$ cat src/rtl/ram_arbiter.sv
// ram_arbiter: shares one single-port synchronous RAM between two requesters.
// Port 0 is the CPU and port 1 is the boot loader / DMA. The arbiter grants at most one
// access per clock, alternates between the ports when both request, and lets a port lock
// ownership across an atomic sequence of accesses.
//
// Ports:
//   clk, rst          clock; synchronous active-high reset
//   reqN, weN, lockN  request, write enable and lock-hold for port N
//   addrN, wdataN     address and write data for port N
//   gntN              combinational grant (access taken at this rising edge)
//   rvalidN           registered; rdata holds port N's read result this cycle
//   rdata             shared read data, wired straight from ram_dout
//   owner_locked      registered; a lock is currently held
//   ram_addr/din/we   RAM drive pins
//   ram_dout          RAM read data
module ram_arbiter #(
    parameter int unsigned addr_width = 8,
    parameter int unsigned data_width = 8
) (
    input  logic                  clk,
    input  logic                  rst,
    input  logic                  req0,
    input  logic                  req1,
    input  logic                  we0,
    input  logic                  we1,
    input  logic                  lock0,
    input  logic                  lock1,
    input  logic [addr_width-1:0] addr0,
    input  logic [addr_width-1:0] addr1,
    input  logic [data_width-1:0] wdata0,
    input  logic [data_width-1:0] wdata1,
    output logic                  gnt0,
    output logic                  gnt1,
    output logic                  rvalid0,
    output logic                  rvalid1,
    output logic [data_width-1:0] rdata,
    output logic                  owner_locked,
    output logic [addr_width-1:0] ram_addr,
    output logic [data_width-1:0] ram_din,
    output logic                  ram_we,
    input  logic [data_width-1:0] ram_dout
);

    logic last_q;     // last granted port
    logic lk_q;       // lock held
    logic lk_port_q;  // port holding the lock
    logic rv0_q;
    logic rv1_q;

    // Grant decision
    always_comb begin
        gnt0 = 1'b0;
        gnt1 = 1'b0;
        if (!rst) begin
            if (lk_q) begin
                // Only the owner may be granted; the other port is shut out.
                if (lk_port_q) begin
                    gnt1 = req1;
                end else begin
                    gnt0 = req0;
                end
            end else if (req0 && req1) begin
                // Round-robin: the port not served last wins the tie.
                if (last_q) begin
                    gnt0 = 1'b1;
                end else begin
                    gnt1 = 1'b1;
                end
            end else begin
                gnt0 = req0;
                gnt1 = req1;
            end
        end
    end

    // RAM drive; port 0 signals are presented when nothing is granted.
    always_comb begin
        if (gnt1) begin
            ram_addr = addr1;
            ram_din  = wdata1;
            ram_we   = we1;
        end else begin
            ram_addr = addr0;
            ram_din  = wdata0;
            ram_we   = we0 & gnt0;
        end
    end

    always_ff @(posedge clk) begin
        if (rst) begin
            last_q    <= 1'b1;
            lk_q      <= 1'b0;
            lk_port_q <= 1'b0;
            rv0_q     <= 1'b0;
            rv1_q     <= 1'b0;
        end else begin
            rv0_q <= gnt0 & ~we0;
            rv1_q <= gnt1 & ~we1;
            // With no grant the lock state is kept, so an owner may idle while locked.
            if (gnt0) begin
                last_q <= 1'b0;
                lk_q   <= lock0;
                if (lock0) begin
                    lk_port_q <= 1'b0;
                end
            end else if (gnt1) begin
                last_q <= 1'b1;
                lk_q   <= lock1;
                if (lock1) begin
                    lk_port_q <= 1'b1;
                end
            end
        end
    end

    assign rvalid0      = rv0_q;
    assign rvalid1      = rv1_q;
    assign owner_locked = lk_q;
    assign rdata        = ram_dout;

endmodule

$ cat config.mk
export PLATFORM = sky130hd
export DESIGN_NAME = ram_arbiter
export DESIGN_NICKNAME = d
export VERILOG_FILES = /design/src/rtl/ram_arbiter.sv
export SDC_FILE = /design/constraint.sdc
export NUM_CORES = 1
export LEC_CHECK = 0
export BUFFER_PORTS_ARGS = -buffer_cell sky130_fd_sc_hd__buf_2
export CAP_MARGIN = 15
export CORE_ASPECT_RATIO = 0.8
export CORE_MARGIN = 3
export CORE_UTILIZATION = 32
export CTS_CLUSTER_SIZE = 16
export DETAILED_ROUTE_END_ITERATION = 12
export GPL_TIMING_DRIVEN = 0
export PLACE_DENSITY = 0.93
export SYNTH_ARGS = -nofsm -noshare
export SYNTH_HDL_FRONTEND = slang
export SYNTH_SLANG_ARGS = --single-unit
export TNS_END_PERCENT = 10
$ cat constraint.sdc
create_clock -name clk -period 2.3 [get_ports clk]
set_input_delay 0.115 -clock clk [delete_from_list [all_inputs] [get_ports clk]]
set_output_delay 0.115 -clock clk [all_outputs]
set_load 0.005 [all_outputs]
# [Word level (Yosys, flattened, before mapping)]
# Index checks and enable logic that the tools add are counted.
[totals] ff_bits=5 in_bits=48 output_inout_bits=30 word_cells=36
[op_classes] n_eq_ne=1 muxes=21 bitwise=5 n_reduce_logical=4
[op_table] op="two-way mux 1 bit" count=19
[op_table] op="two-way mux 8 bit" count=2
[op_table] op="nonzero test 2 bit" count=2
[op_table] op="bitwise AND 1 bit" count=3
[op_table] op="AND reduction 3 bit" count=1
[op_table] op="!= test 2 bit (second input constant)" count=1
[op_table] op="inverter 1 bit" count=2
[op_table] op="logical AND 1 bit" count=1

# [Longest topological paths before layout]
# Gate-level depths: netlist of the first run.
[depth] word_depth=6 ltp_mapped=4 mapped_depth_nobuf=4

# [Worst setup path after synthesis of the first run]
# OpenSTA, ideal clock, no wires.
[synth_timing] path_kind="flip-flop to output port" startpoint="register lk_q, in the netlist owner_locked" endpoint="output port ram_addr[0]" arrival_time_ps=1196 t_required_ps=2185 path_slack_ps=989 stages_incl_launch_ff=5 path_buffers=1 path_cell_list="dfxtp_1 -> nand3b_2 -> nand3_4 -> buf_6 -> mux2_4"
[synth_via] elab_chain_len=3
[synth_rtl] element="start, declared" line="45" rtl="logic lk_q;"
[synth_rtl] element="start signal, assigned" line="102" rtl="lk_q <= lock0;"
[synth_rtl] element="start signal, assigned" line="108" rtl="lk_q <= lock1;"
[synth_rtl] element="two-way mux 1 bit" line="55" rtl="if (lk_q) begin"
[synth_rtl] element="two-way mux 1 bit" line="54" rtl="if (!rst) begin"
[synth_rtl] element="two-way mux 8 bit" line="78" rtl="if (gnt1) begin"
[synth_rtl] element="end, declared" line="38" rtl="output logic [addr_width-1:0] ram_addr,"
# Every way passes these cells.

# [Worst setup path in the final report of the first run]
[layout_timing] startpoint="register lk_q, in the netlist owner_locked" endpoint="output port ram_addr[3]"
# Same word-level chain as after synthesis.

==> results.md, run 1 <==
- Status: finished, final reports clean
- Share of layout cells above drive strength 1: 76.00%
- Setup Viol. Count Final: 0
- Total power: 0.0003817 W
- Register area share after synthesis: around 18%
- Worst path required time: 2180 ps
- Leading cell types in the layout, fill and taps excluded: buf_2, mux2_4, buf_4
- Crit Path Class: reg2out
- Global-route wire length before repair: 2739 um
- Cells after Synth: 52
- Fillers: ~120
- Clk sink count: 5
- Initial Utilization: roughly 37%
- Total GRT Usage: 16.52%
- Final ANT Viol Nets: 0
- Pin count of the biggest net entering global routing: 11
- Met1 GRT Util: 13.69%
- Final WL: about 1800 um
- DIE HEIGHT: 42.97 um
- H-tree depth: 1
- CP max FO: 10
- Fin crit share: 76.70%
- DRC: 0
- Grt total ovfl: 0
- Slew Viols, Final: 0
- CTS root buffer: clkbuf_4
- RSZ-0062 raised after global routing: no
- Post-CTS setup buffer count: 0
- Core ar.: between 0.001 and 0.0015 sq mm
- Worst Hold Class: in2reg
- Initial antenna violation count: 0
- Cell area after synthesis: approximately 550 sq um
- Max-cap violation count: 0
- Syn_area_per_cell: 10.51 sq um
- Cts hold-fix bufs: 0
- Max Freq: 566.9 MHz
- Yosys reg bits: 5
- Clk buf depth: 2
- Layout Nets: 174
- Setup TNS: 0 ps
- CP Launch Type: register
- Setup ws final: 536.0 ps
- Clock latency on the worst-skew pair: between 200 and 250 ps
- Die area: around 0.0022 sq mm
- Max-Slew Margin vs Limit: around 86%
- Pwr/cell area: 404.1 mW/mm^2
- DR WL/cell: approximately 12 um
- Cts repair resizes: 0
- GP Congestion: 0.7176
- CTS tree: done
- Vias per inst: 4.644
- Leading cell type in the layout, fill and taps excluded: buf_2
- TritonRoute pass-1 iters: 4
- Horiz. Die Dim: 52.22 um
- Synth Warn #: 0
- CP Capture Type: output pin
- DR vias: between 600 and 700
- Yosys cell types: 21
- Input/output buffers: 69
- Reg clk slew, reported paths: approximately 50 ps
- Antenna cells: 0
- Row Count: 12
- Clk_skew: 4.023 ps
- Fin. Hold Viols: 0
- Drt initial violations: 15
- M2 GR Usage: 34.09%
- Synthesis-to-layout area growth: 72.77%
- Ports: 78
- Dpl ws: between 700 and 800 ps
- VDD IR max: about 0.18 mV
- Syn nets: 100
- CP Data Arrival Time: 1650 ps
- Vias in the first global route: 676
- Slew @ Worst Pin: approximately 210 ps
- Global-route layer with the greatest usage: met2
- Crit path time final: 1764 ps
- Leakage: 0.5527 nW
- Grt met3 use: 3.860%
- DP Wirelength: between 1500 and 2000 um
- CTS buffer count: 3
[worst max-delay path: stages, from the launching register on]
cell and delay [ps]:
dfxtp_1 340, nand3b_2 270, nand3_4 160, buf_6 200, mux2_4 310, buf_2 130
[synth_stat cells, drive strengths merged]
cell type  instances  area (sq um)
a22o               1         8.760
a32o               1         10.01
and2b              1         7.510
and3               1         11.26
buf                9         71.32
dfxtp              5         100.1
inv                2         7.500
mux2              16         214.0
nand2              2         7.510
nand2b             1         6.260
nand3              1         17.52
nand3b             1         11.26
nand4              2         12.51
nor2               2         7.510
nor2b              3         18.77
o21ai              2         10.01
o311ai             1         16.27
or3b               1         8.760
[stage by stage]
| step | utilization (%) | instance area (sq um) | instances | hold WS, ps |
|---|---|---|---|---|
| 6_report | 63.55 | 944.7 | 146 | 38.32 |
| 4_1_cts | 63.55 | 944.7 | 146 | 34.63 |
| 2_1_floorplan | - | 546.8 | 52 | 186.6 |
| 3_3_place_gp | 61.78 | 918.4 | 142 | 290.1 |
| 5_1_grt | 63.55 | 944.7 | 146 | 48.26 |
| 3_5_place_dp | 61.78 | 918.4 | 142 | 293.5 |
[area by class of cell]
type / count / area, sq um / share of cell area, %
Sequential cell: 5 / 100.1 / 10.60
Timing Repair Buffer: 69 / 345.3 / 36.56
Inverter: 2 / 7.507 / 0.7947
Tap cell: 21 / 26.28 / 2.781
Clock buffer: 4 / 26.28 / 2.781
Buffer: 9 / 71.32 / 7.550
Multi-Input combinational cell: 36 / 367.9 / 38.94
[cell families (layout without fill, tap and decap cells)]
family          after synthesis  count (layout)  share of synthesized area [%]
buf+inv                      11              84                          14.42
flops                         5               5                          18.31
mux                          16              16                          39.13
compound gates                5               5                          8.239
simple gates                 15              15                          19.91
[flip-flops by register name (all words and copies together), names as in the netlist]
signal	cells
last_q	1
lk_port_q	1
owner_locked	1
rvalid0	1
rvalid1	1
[path summary, 6_finish.rpt]
path,from,slack (ps),end,cells past startpoint
setup / recovery,owner_locked$_SDFFE_PP0P_,540,ram_addr[3],5
hold / removal,we0,40,rvalid0$_SDFF_PP0_,2
setup reg to reg,owner_locked$_SDFFE_PP0P_,1030,owner_locked$_SDFFE_PP0P_,3
hold reg to reg,lk_port_q$_SDFFE_PP0P_,570,lk_port_q$_SDFFE_PP0P_,1
[per-layer routing]
layer  up-vias  part of all wire, %  wire length, um
met3         6                  9.2              167
met4         0                  2.2               39
li1        326                    -                -
met5         -                    0                0
met1       300                   31              554
met2        46                   58             1051
[where the power goes]
part / internal (W) / switching, W
Combinational: 0.000107 / 0.0000669
Sequential: 0.0000952 / 0.00000773
Clock: 0.0000658 / 0.0000388
Total: 0.000268 / 0.000113
(Power assumes the default switching activity.)
==> inputs of run 2 (changes only) <==
--- a/config.mk
+++ b/config.mk
@@ -5,15 +5,16 @@
 export SDC_FILE = /design/constraint.sdc
 export NUM_CORES = 1
 export LEC_CHECK = 0
+export ABC_AREA = 1
 export BUFFER_PORTS_ARGS = -buffer_cell sky130_fd_sc_hd__buf_2
 export CAP_MARGIN = 15
 export CORE_ASPECT_RATIO = 0.8
 export CORE_MARGIN = 3
-export CORE_UTILIZATION = 32
+export CORE_UTILIZATION = 29
 export CTS_CLUSTER_SIZE = 16
 export DETAILED_ROUTE_END_ITERATION = 12
 export GPL_TIMING_DRIVEN = 0
-export PLACE_DENSITY = 0.93
+export PLACE_DENSITY = 0.87
 export SYNTH_ARGS = -nofsm -noshare
 export SYNTH_HDL_FRONTEND = slang
 export SYNTH_SLANG_ARGS = --single-unit
==> constraint.sdc (replaced) <==
create_clock -name clk -period 1.65 [get_ports clk]
set_input_delay 0.0825 -clock clk [delete_from_list [all_inputs] [get_ports clk]]
set_output_delay 0.0825 -clock clk [all_outputs]
set_load 0.005 [all_outputs]
==> results.md, run 2 <==
- Status: finished, final reports clean
- DR vias: 839 (+24%)
- Met2 wire len: 943 um (-10%)
- Area after DPL: 907.1 sq um (-1.2%)
- Wl on met1: 636 um (+15%)
- Clk buf depth: 2 (unchanged)
- Dpl ws: 294.7 ps (-494.2 ps)
- CTS buffer count: 3 (unchanged)
- CP Launch Type: register
- Ys flop type: dfxtp_1
- Share of layout cells above drive strength 1: 53.57% (-22 points)
- Async SR Flop Fraction: 0% (unchanged)
- Reg2Reg Setup Slack: 500 ps (-530 ps)
- Worst R2R Path Depth: 7 (+4)
- Top sig layer: met4
- CTS tree: done
- Max Freq: 658.0 MHz
- Pwr/cell area: 548.0 mW/mm^2 (+36%)
- CP Capture Type: output pin
- Area share of the largest cell type after synthesis: 40.05% (+15 points)
- RSZ-0062 raised after global routing: no
- Clk_skew: 0.5664 ps (-3.457 ps)
- Clock latency on the worst-skew pair: 240 ps (about the same)
- Clk sink count: 5 (unchanged)
- Slew Viols, Final: 0 (unchanged)
- Register area: 101.3 sq um (+1.2%)
- Max-Slew Margin vs Limit: 85.54% (-0.33 points)
- Leading cell types in the layout, fill and taps excluded: buf_2, nand2_1, buf_4
- Area of the multi-input gates: 321.6 sq um (-13%)
- Yosys cell types: 16 (-24%)
- Initial antenna violation count: 0 (unchanged)
- Crit path time final: about 1500 ps
- Global-route wire length before repair: 2532 um (-7.6%)
- Hold EP: rvalid1$_SDFF_PP0_
- DIE HEIGHT: 44.39 um (+3.3%)
- Metal3 WL: 226 um (+35%)
- Synth cell count leaders: nand2_1, buf_4, inv_1
- Final non-filler cell area: 944.7 sq um (unchanged)
- Ports: 78 (unchanged)
- Layout Nets: 217 (+25%)
- CTS root buffer: clkbuf_4
- Antenna cells: 0 (unchanged)
- Cells after Synth: 94 (+81%)
- Register area share after synthesis: 18.74% (+0.43 points)
- Slew @ Worst Pin: 215.1 ps (+3.417 ps)
- Pin count of the biggest net entering global routing: 11 (unchanged)
- Initial Utilization: 31.89% (-4.9 points)
- Leakage: 0.6172 nW (+12%)
- Setup Viol. Count Final: 0 (unchanged)
- Worst Hold Class: in2reg
- Final Hold Slack: 12.17 ps (-26.15 ps)
- Worst Hold Depth: 2 (unchanged)
- Crit Path Class: reg2out
- Vias per inst: 4.416 (-4.9%)
- Reg clk slew, reported paths: 40 ps (about the same)
- Yosys reg bits: 5 (unchanged)
- Core ar.: 0.001675 sq mm (+13%)
- Fin crit share: 92.11%
- Fillers: 180 (+48%)
- TritonRoute pass-1 iters: 4 (unchanged)
- Cell area after synthesis: 534.3 sq um (-2.3%)
- Synth area leader: nand2_1
- DP Wirelength: 1573 um (-0.99%)
- CP max FO: 10 (unchanged)
- GP Congestion: 0.7478 (+4.2%)
- Leading cell type in the layout, fill and taps excluded: buf_2
- Max-cap violation count: 0 (unchanged)
- Die area: 0.002397 sq mm (+6.8%)
- Total power: 0.0005177 W (+36%)
- Setup TNS: 0 ps (unchanged)
- Hold Crit Start: we1
- Fin. Hold Viols: 0 (unchanged)
- Total GRT Usage: 14.37% (-2.1 points)
- Row Count: 13 (+1)
- Setup ws final: 130.2 ps (-405.8 ps)
- CP Data Arrival Time: 1440 ps (-210 ps)
- Syn nets: 142 (+42%)
- DRC: 0 (unchanged)
- H-tree depth: 1 (unchanged)
- Ranking of synthesized cells by area: nand2_1, dfxtp_1, buf_4
- R2r endpoint: owner_locked$_SDFFE_PP0P_
- Final WL: 1833 um (+1.1%)
- Reg-to-reg startpoint: lk_port_q$_SDFFE_PP0P_
- Vias in the first global route: 716 (+5.9%)
- Grt total ovfl: 0 (unchanged)
- Most numerous cell in the Yosys netlist: nand2_1
- Horiz. Die Dim: 53.99 um (+3.4%)
- Input/output buffers: 69 (unchanged)
- Synth Warn #: 0 (unchanged)
- Final ANT Viol Nets: 0 (unchanged)
- VDD IR max: 0.4167 mV (+130%)
- Number of synthesized flops with an enable pin: 0 (unchanged)
- Drt initial violations: 12 (-3)
- DR WL/cell: 9.647 um (-22%)
- Synthesis-to-layout area growth: 76.82%
- Worst path required time: 1570 ps (-610 ps)
- Syn_area_per_cell: 5.684 sq um (-46%)
==> run 2: how the worst max path moves through the flow <==
stage / from / to / slack, ps / cells past startpoint
global route: lk_port_q$_SDFFE_PP0P_ / ram_addr[2] / 40 / 8
finish: lk_port_q$_SDFFE_PP0P_ / ram_addr[2] / 130 / 8
detailed placement: owner_locked$_SDFFE_PP0P_ / ram_addr[2] / 290 / 8
floorplan: owner_locked$_SDFFE_PP0P_ / ram_addr[0] / 520 / 7
CTS: owner_locked$_SDFFE_PP0P_ / ram_addr[2] / 30 / 8
global placement: owner_locked$_SDFFE_PP0P_ / ram_addr[1] / 380 / 8
==> run 2: worst max-delay path, stage by stage, from the launching register on <==
cell and delay [ps]:
dfxtp_1 330, inv_1 80, a21oi_4 180, nand3_4 130, inv_6 110, buf_8 130
nand2_1 60, nand2_1 60, buf_2 110
==> run 2: cell families after synthesis <==
group / count (synthesis) / share of synthesized area (%)
buffers and inverters: 18 / 21.08
flip-flops: 5 / 18.74
AO/OA/AOI/OAI: 4 / 6.325
AND/OR/NAND/NOR: 67 / 53.87
==> run 2: area by class of cell <==
cell class / instances / share of cell area [%]
repair buffers: 70 / 37.35
inverters: 8 / 3.709
plain buffers: 10 / 8.477
flip-flops and latches: 5 / 10.73
well taps: 22 / 2.914
multi-input cells: 71 / 34.04
clock buffers: 4 / 2.781
==> run 2: repair_timing <==
action / CTS / global route
setup endpoints to repair: 0 / 9
resized for setup: 0 / 2
hold buffers: 0 / 0
buffers inserted: 0 / 1
==> run 2: metal layers <==
layer / vias to the layer above / GRT usage (%)
met5: - / 0
met4: 0 / 8.458
met3: 2 / 5.051
met2: 54 / 26.57
met1: 352 / 13.39
li1: 431 / -
==> run 2: where the power goes <==
group	internal [W]	total (W)	leakage (nW)	switching, W
clock	0.0000914	0.000141	0.0150	0.0000493
sequential	0.000131	0.000139	0.0415	0.00000798
combinational	0.000125	0.000238	0.561	0.000113
total	0.000347	0.000518	0.617	0.000171
==> run 2: metrics by stage <==
stage               utilization [%]  std cells
global placement              54.14        185
detailed placement            54.14        185
floorplan                         -         94
CTS                           55.71        189
global route                  56.39        190
finish                        56.39        190
